<file path="src/rtl/ldm_pkg.sv">
// rtl/ldm_pkg.sv - shared types and constants for the LDM/STM block-transfer sequencer
package ldm_pkg;

  typedef enum logic [1:0] {
    IDLE = 2'd0,
    XFER = 2'd1,
    WB   = 2'd2
  } ldm_state_t;

  // Encoded as {pre, up} so the P/U bits map straight onto the mode.
  typedef enum logic [1:0] {
    DA = 2'b00,
    IA = 2'b01,
    DB = 2'b10,
    IB = 2'b11
  } addr_mode_t;

  localparam int WORD_BYTES = 4;

  function automatic addr_mode_t addr_mode(input logic pre, input logic up);
    return addr_mode_t'({pre, up});
  endfunction

endpackage

</file>
<file path="src/rtl/ldm_stm_seq_reglist_scan.sv">
// rtl/ldm_stm_seq_reglist_scan.sv - lowest set index, non-empty flag and popcount of a register list
module reglist_scan (
  input  logic [15:0] list,
  output logic [3:0]  idx,
  output logic        valid,
  output logic [4:0]  count
);

  // Priority scan from the top down so the last hit is the lowest set bit.
  always_comb begin
    idx   = 4'd0;
    count = 5'd0;
    for (int i = 15; i >= 0; i--) begin
      if (list[i]) begin
        idx = 4'(i);
      end
      count = count + 5'(list[i]);
    end
    valid = |list;
  end

endmodule

</file>
<file path="src/rtl/ldm_stm_seq.sv">
// rtl/ldm_stm_seq.sv - multicycle LDM/STM sequencer driving register file and bus handshake
module ldm_stm_seq
  import ldm_pkg::*;
#(
  parameter int XLEN        = 32,
  parameter int BUS_TIMEOUT = 0
) (
  input  logic            clk,
  input  logic            reset,
  input  logic            start,
  input  logic            is_load,
  input  logic            pre,
  input  logic            up,
  input  logic            wback,
  input  logic [3:0]      rn,
  input  logic [XLEN-1:0] base,
  input  logic [15:0]     reglist,
  output logic [3:0]      rf_ra,
  input  logic [XLEN-1:0] rf_rd,
  output logic            rf_we,
  output logic [3:0]      rf_wa,
  output logic [XLEN-1:0] rf_wd,
  output logic            pc_we,
  output logic [XLEN-1:0] pc_wd,
  output logic            bus_req,
  output logic            bus_write,
  output logic [XLEN-1:0] bus_addr,
  output logic [XLEN-1:0] bus_wdata,
  input  logic            bus_ready,
  input  logic [XLEN-1:0] bus_rdata,
  output logic            busy,
  output logic            done,
  output logic            err
);

  localparam bit          TIMEOUT_EN = (BUS_TIMEOUT > 0);
  localparam logic [15:0] WAIT_LAST  = 16'(TIMEOUT_EN ? BUS_TIMEOUT - 1 : 0);
  localparam logic [XLEN-1:0] STEP   = XLEN'(WORD_BYTES);

  ldm_state_t      state_q, state_d;
  logic            is_load_q, is_load_d;
  logic            do_wb_q, do_wb_d;
  logic [3:0]      rn_q, rn_d;
  logic [15:0]     list_q, list_d;
  logic [XLEN-1:0] addr_q, addr_d;
  logic [XLEN-1:0] wbval_q, wbval_d;
  logic [15:0]     wait_q, wait_d;
  logic            done_q, done_d;
  logic            err_q, err_d;

  // One scanner serves both phases: the incoming list in IDLE, the remaining list otherwise.
  logic [15:0]     scan_list;
  logic [3:0]      cur_idx;
  logic            scan_valid;
  logic [4:0]      scan_count;
  logic [XLEN-1:0] span;

  assign scan_list = (state_q == IDLE) ? reglist : list_q;
  assign span      = XLEN'(scan_count) * STEP;

  reglist_scan u_scan (
    .list  (scan_list),
    .idx   (cur_idx),
    .valid (scan_valid),
    .count (scan_count)
  );

  assign busy = (state_q != IDLE);
  assign done = done_q;
  assign err  = err_q;

  // State register; an asserted reset drops any transfer in flight without write-back or done.
  always_ff @(posedge clk or posedge reset) begin
    if (reset) begin
      state_q   <= IDLE;
      is_load_q <= 1'b0;
      do_wb_q   <= 1'b0;
      rn_q      <= 4'd0;
      list_q    <= 16'd0;
      addr_q    <= '0;
      wbval_q   <= '0;
      wait_q    <= 16'd0;
      done_q    <= 1'b0;
      err_q     <= 1'b0;
    end else begin
      state_q   <= state_d;
      is_load_q <= is_load_d;
      do_wb_q   <= do_wb_d;
      rn_q      <= rn_d;
      list_q    <= list_d;
      addr_q    <= addr_d;
      wbval_q   <= wbval_d;
      wait_q    <= wait_d;
      done_q    <= done_d;
      err_q     <= err_d;
    end
  end

  // Next-state and output decode: latch the job in IDLE, one beat per bus_ready in XFER, base update in WB.
  always_comb begin
    state_d   = state_q;
    is_load_d = is_load_q;
    do_wb_d   = do_wb_q;
    rn_d      = rn_q;
    list_d    = list_q;
    addr_d    = addr_q;
    wbval_d   = wbval_q;
    wait_d    = wait_q;
    done_d    = 1'b0;
    err_d     = 1'b0;

    rf_ra     = 4'd0;
    rf_we     = 1'b0;
    rf_wa     = 4'd0;
    rf_wd     = '0;
    pc_we     = 1'b0;
    pc_wd     = '0;
    bus_req   = 1'b0;
    bus_write = 1'b0;
    bus_addr  = '0;
    bus_wdata = '0;

    unique case (state_q)
      IDLE: begin
        if (start) begin
          is_load_d = is_load;
          rn_d      = rn;
          list_d    = reglist;
          wait_d    = 16'd0;
          wbval_d   = up ? (base + span) : (base - span);
          // A loaded base register keeps its loaded value; R15 is never a write-back target.
          do_wb_d   = wback && (rn != 4'd15) && !(is_load && reglist[rn]);
          unique case (addr_mode(pre, up))
            IA:      addr_d = base;
            IB:      addr_d = base + STEP;
            DA:      addr_d = base - span + STEP;
            default: addr_d = base - span;
          endcase
          if (scan_valid) begin
            state_d = XFER;
          end else begin
            done_d  = 1'b1;
          end
        end
      end

      XFER: begin
        bus_req   = 1'b1;
        bus_write = !is_load_q;
        bus_addr  = addr_q;
        rf_ra     = cur_idx;
        bus_wdata = is_load_q ? '0 : rf_rd;
        if (bus_ready) begin
          list_d = list_q & ~(16'd1 << cur_idx);
          addr_d = addr_q + STEP;
          wait_d = 16'd0;
          if (is_load_q) begin
            if (cur_idx == 4'd15) begin
              pc_we = 1'b1;
              pc_wd = bus_rdata;
            end else begin
              rf_we = 1'b1;
              rf_wa = cur_idx;
              rf_wd = bus_rdata;
            end
          end
          if (scan_count == 5'd1) begin
            if (do_wb_q) begin
              state_d = WB;
            end else begin
              state_d = IDLE;
              done_d  = 1'b1;
            end
          end
        end else if (TIMEOUT_EN && (wait_q == WAIT_LAST)) begin
          state_d = IDLE;
          list_d  = 16'd0;
          done_d  = 1'b1;
          err_d   = 1'b1;
        end else if (TIMEOUT_EN) begin
          wait_d = wait_q + 16'd1;
        end
      end

      WB: begin
        rf_we   = 1'b1;
        rf_wa   = rn_q;
        rf_wd   = wbval_q;
        state_d = IDLE;
        done_d  = 1'b1;
      end

      default: begin
        state_d = IDLE;
      end
    endcase
  end

endmodule

</file>
<file path="config.mk">
export PLATFORM = sky130hd
export DESIGN_NAME = ldm_stm_seq
export DESIGN_NICKNAME = d
export VERILOG_FILES = /design/src/rtl/ldm_pkg.sv /design/src/rtl/ldm_stm_seq_reglist_scan.sv /design/src/rtl/ldm_stm_seq.sv
export SDC_FILE = /design/constraint.sdc
export NUM_CORES = 1
export LEC_CHECK = 0
export BUFFER_PORTS_ARGS = -buffer_cell sky130_fd_sc_hd__buf_2
export CORE_MARGIN = 2
export CORE_UTILIZATION = 45
export DETAILED_ROUTE_END_ITERATION = 10
export MAX_ROUTING_LAYER = met4
export PLACE_DENSITY = 0.69
export SETUP_SLACK_MARGIN = 0.3
export SYNTH_ARGS = -nofsm -noshare
export SYNTH_HDL_FRONTEND = slang
export SYNTH_SLANG_ARGS = --single-unit
</file>
<file path="constraint.sdc">
create_clock -name clk -period 11.2 [get_ports clk]
set_clock_uncertainty 0.2 [all_clocks]
set_input_delay 2.24 -clock clk [delete_from_list [all_inputs] [get_ports clk]]
set_output_delay 2.24 -clock clk [all_outputs]
set_load 0.005 [all_outputs]
</file>
Word level (Yosys, flattened, before mapping)
Cells that the tools add are included. Widths: inputs -> output; s select.

Output and inout port bits: 143. Bits of input ports: 124. Register bits: 89. Word-level logic and storage cells: 121.

Shift-type cells: 1. Equal/unequal tests: 11. Multiplexer cells: 65. Reductions and logical operators: 13. $add $sub $neg: 20. Bitwise logic cells: 2. Magnitude comparators: 1.

Operators with widths (number): $mux 32 (13); $pmux 32 s2 (2); $add 32x3->32 const B (3); $pmux 32 s3 (1); $mux 4 (20); $add 5x1->5 (14); $mux 16 (3); $add 32x7->32 (1); $pmux 16 s2 (1); $sub 32x7->32 (1); $and 16x16->16 (1); $not 16->16 (1); $reduce_or 16->1 (1); $shl 1x4->16 const A (1); $mux 1 (15); $mux 2 (5); $ne 2x2->1 const B (4); $pmux 4 s2 (1); $eq 5x1->1 const B (1); $lt 4x5->1 const B (1); $bmux 1 s4 (1); $eq 2x1->1 const B (2); $eq 2x2->1 const B (2); $eq 4x4->1 const B (1); 12 further kinds (17).

Logic depth before layout (Yosys ltp)
Depth after elaboration: 23. Mapped depth: 33.

By module
Synthesis repeated with hierarchy kept, for this count alone.

Cell total of the unflattened synthesis: 1351. Area total of the unflattened synthesis: 10077.2 µm².

By module, submodules not included: ldm_stm_seq (sequential area each 2227.1 µm², cells each 1278, times used 1, area an instance 9484.1 µm²); reglist_scan (sequential area each 0.0 µm², cells each 73, times used 1, area an instance 593.1 µm²).

Least setup slack after synthesis
Ideal clock, no wire load.

Path kind: input to register. Start point: in reglist[14]. End point: reg addr_q[31]. Data arrival time: 8.448 ns. Stages on the path: 23. Setup slack: 2.431 ns. Data required time: 10.879 ns. Buffers on the path: 2. Cell sequence: mux2i_1 -> ha_1 -> inv_1 -> fa_1 -> fa_1 -> fa_1 -> fa_1 -> fa_1 -> fa_1 -> xor2_1 -> inv_1 -> ha_1 -> clkbuf_1 -> nor2b_1 -> a2111oi_1 -> or3_1 -> xnor2_1 -> nor3b_1 -> nor3b_4 -> buf_6 -> nand4_1 -> xnor2_1 -> a22o_1.

Longest elaborated chain between the ends: 21.

RTL lines: start, declared (RTL line ldm_stm_seq.sv:17) `input logic [15:0] reglist,`; $mux 16 * (RTL line ldm_stm_seq.sv:58) `assign scan_list = (state_q == IDLE) ? reglist : list_q;`; $add 1x1->2 * (RTL line ldm_stm_seq_reglist_scan.sv:17) `count = count + 5'(list[i]);`; $add 5x1->5 * (14 in series) (RTL line ldm_stm_seq_reglist_scan.sv:17); $sub 32x7->32 * (RTL line ldm_stm_seq.sv:136, ldm_stm_seq.sv:137); $add 32x3->32 (RTL line ldm_stm_seq.sv:136) `DA: addr_d = base - span + STEP;`; $pmux 32 s3 * (RTL line ldm_stm_seq.sv:133) `unique case (addr_mode(pre, up))`; $mux 32 * (RTL line ldm_stm_seq.sv:125) `if (start) begin`; $pmux 32 s2 * (RTL line ldm_stm_seq.sv:123) `unique case (state_q)`; end signal, assigned (RTL line ldm_stm_seq.sv:91) `addr_q <= addr_d;`; end, declared (RTL line ldm_stm_seq.sv:45) `logic [XLEN-1:0] addr_q, addr_d;`.

Mark *: on every way between the ends. The rest lies on a longest branch, timed or not. The select of a mux whose other input is x is not followed. A chain may end at the register's enable or synchronous reset.

Final worst setup path
Start point: in reglist[14]. End point: reg addr_q[30].

Same word-level chain as after synthesis.

==> results.ini <==
[sta]
layout_worst_path_cycle_share = 0.8440
timing_worst_slew_pin_value_ns = 1.258
finalCriticalPeriod_ns = 9.453
timing.final.ws_setup_ns = 1.747
timing.fmax_mhz = 105.8
grt_setup_unrepaired = no
tns_ns = 0
count_of_endpoints_failing_hold_in_the_final_timing_report = 0
slew_headroom = 0.1579
setup-violations-final = 0
timing.final.max_slew_violations = 0

[logic_synthesis]
synth_area_leader_cell = dfrtp_1
synth_edf_count = 0
synth_most_common_cell = nand2_1
simple_gate_portion_of_the_synthesized_area = 0.2809
synth-main-ff-cell = dfrtp_1
netlist.area_leader.share = 0.2184
synthCells = 1336
synth_compound_area_frac = 0.2651
synth_top_family_by_area = simple AND/OR/NAND/NOR gates
ys_ff_latch = 89
post_synth_xor_area_fraction = 0.06685
synth_top_cells_by_area = dfrtp_1 (22%), and2_1 (6.4%), nand2_1 (5.4%)
synth.net_count = 1502
yosys_warns = 0
synth.cell_area_um2 = 10200
synth-adder-area-share = 0.06035
list_of_most_frequent_post_synthesis_cells = nand2_1 (146), and2_1 (104), o21ai_0 (101), a21oi_1 (93), dfrtp_1 (89)
syn-mean-instance-area_um2 = 7.635
asyncSetResetFlopFracSynth = 1.000
post_synth_num_cell_types = 99
yosys-mux-area-fraction = 0.04060
yosysSeqAreaShare = 0.2184

[setup_path]
critical_path_arrival_ns = 9.52
setup.worst_path.class = in -> reg
critPathLaunchType = input port
timing.critical_path.required_ns = 11.26
critPathMaxFanout = 12
setup.worst_path.end_class = register

[place]
gp_congestion = 1.054
dp.final_hpwl_um = 29500
buffer_ports.inserted = 265
worst_slack_placed_ns = 1.477

[die]
placeableCoreArea_um2 = 22430
die_area_um2 = 23890
die_width_um = 154.6
die-height_um = 154.6
design.portCount = 267
initial_core_util = 0.4547
floorplan.rows = 55

[clock_network]
cts_made_buffers = 9
worst_skew_pair.late_latency_ns = 0.35
cts_root_buffer = clkbuf_16
cts.sink_count = 89
cts_resized = 0
post-cts-setup-buffer-count = 0
clockBufferDepth = 2
cts_tree = done
hold_buffers_post_cts = 0
worst_path_clk_slew_ns = 0.07
cts.htree.levels = 3

[min_path]
worst_min_delay_path_class = reg -> reg

[status]
status = complete, no violations

[final_layout]
post_route_cells_drive_above_1_share = 0.2278
synthToLayoutAreaGrowth_pct = 15.74
layout.nets = 1695
fillerInstances = 2274

[global_route]
grt_use_total = 0.3251
grt_first_pass_wirelength_um = 59190
grt_antenna_before_repair = 4
grt_start_max_net_pins = 66
first_global_vias = 10520
grt_overflow = 0

[run]
cap_viol_max_count = 0

[routing]
drt.antenna.violating_nets = 0
drt_drc_violations_left = 0
routed_wl_um = 38430
drtPass1Iterations = 5
wl_per_cell_um = 21.12
dr_total_vias = 11160
drt-initial-drc-count = 955
avgViaCountPerCell = 6.131

-- critical path, stage by stage --
cell and delay, ns:
buf_2 0.12, mux2i_1 0.29, ha_1 0.34, inv_1 0.09
fa_1 0.44, fa_1 0.51, fa_1 0.53, fa_1 0.42
fa_1 0.42, fa_1 0.43, nor2b_1 0.12, o21ai_0 0.21
ha_1 0.37, nor4b_2 0.45, nand4_1 0.31, or3_1 0.48
xnor2_1 0.35, nor3b_1 0.29, nor3b_4 0.48, a31o_2 0.23
a31oi_1 0.10, a311oi_1 0.28
-- stage by stage --
stage | cells | hold slack, ns | cell area [um^2] | utilization
6_report | 1820 | 0.2796 | 11810 | 0.5262
5_1_grt | 1820 | 0.3091 | 11810 | 0.5262
4_1_cts | 1817 | 0.2832 | 11800 | 0.5259
3_5_place_dp | 1803 | 0.2674 | 11500 | 0.5125
3_3_place_gp | 1803 | 0.2557 | 11500 | 0.5125
2_1_floorplan | 1336 | 0.2418 | 10200 | -
-- cell type report --
cell class | count | area, um^2 | area share
clock inverters | 3 | 67.56 | 0.005723
well taps | 285 | 356.6 | 0.03021
diodes | 3 | 7.507 | 0.0006359
clock buffers | 11 | 232.7 | 0.01971
flip-flops and latches | 89 | 2227 | 0.1887
repair buffers | 280 | 1439 | 0.1219
multi-input cells | 1102 | 7297 | 0.6181
inverters | 47 | 177.7 | 0.01505
-- routing by layer --
layer / GRT usage / routed length, um / vias up
met5: - / 0 / -
met4: 0.1609 / 1946 / 0
met3: 0.05604 / 2880 / 125
met2: 0.5408 / 18510 / 580
met1: 0.3810 / 15090 / 5245
li1: - / - / 5209
-- kinds of logic after synthesis --
group                      count (synthesis)
adders and majority gates                 42
xor gates and xnor gates                  77
DFF                                       89
and+or+nand+nor                          549
buffers and inverters                    145
AOI/OAI and AO/OA                        399
muxes                                     34
other                                      1
-- flip-flops by register name, summed over array words and instances, names as in the netlist --
signal     flops
rn_q           4
do_wb_q        1
is_load_q      1
list_q        16
wbval_q       32
addr_q        32
state_q        2
done           1
-- cell usage in the layout (no fill, tap or decap), types with 20 or more instances in the layout --
| cell type | instances |
|---|---|
| o21ai_0 | 100 |
| nand3_1 | 51 |
| a22o_1 | 37 |
| xor2_1 | 25 |
| ha_1 | 29 |
| nor3_1 | 35 |
| nor2_1 | 86 |
| inv_1 | 43 |
| a21oi_1 | 93 |
| mux2i_1 | 20 |
| xnor2_1 | 51 |
| dfrtp_1 | 89 |
| and2_1 | 104 |
| nand2_1 | 145 |
| buf_2 | 265 |
| nand4_1 | 22 |
-- worst paths after layout --
check / start / endpoint / slack, ns / cells past startpoint
setup / recovery: reglist[14] / addr_q[30]$_DFFE_PP0P_ / 1.75 / 22
hold / removal: addr_q[0]$_DFFE_PP0P_ / addr_q[0]$_DFFE_PP0P_ / 0.28 / 2
setup reg to reg: state_q[1]$_DFFE_PP0P_ / addr_q[30]$_DFFE_PP0P_ / 2.21 / 24
hold reg to reg: addr_q[0]$_DFFE_PP0P_ / addr_q[0]$_DFFE_PP0P_ / 0.28 / 2
max in group asynchronous: reset / addr_q[7]$_DFFE_PP0P_ / 7.90 / 3
min in group asynchronous: reset / wbval_q[0]$_DFFE_PP0P_ / 1.72 / 2
Power is not shown: default switching activity piles up to over one toggle a cycle in this logic, so the estimate is an artifact.
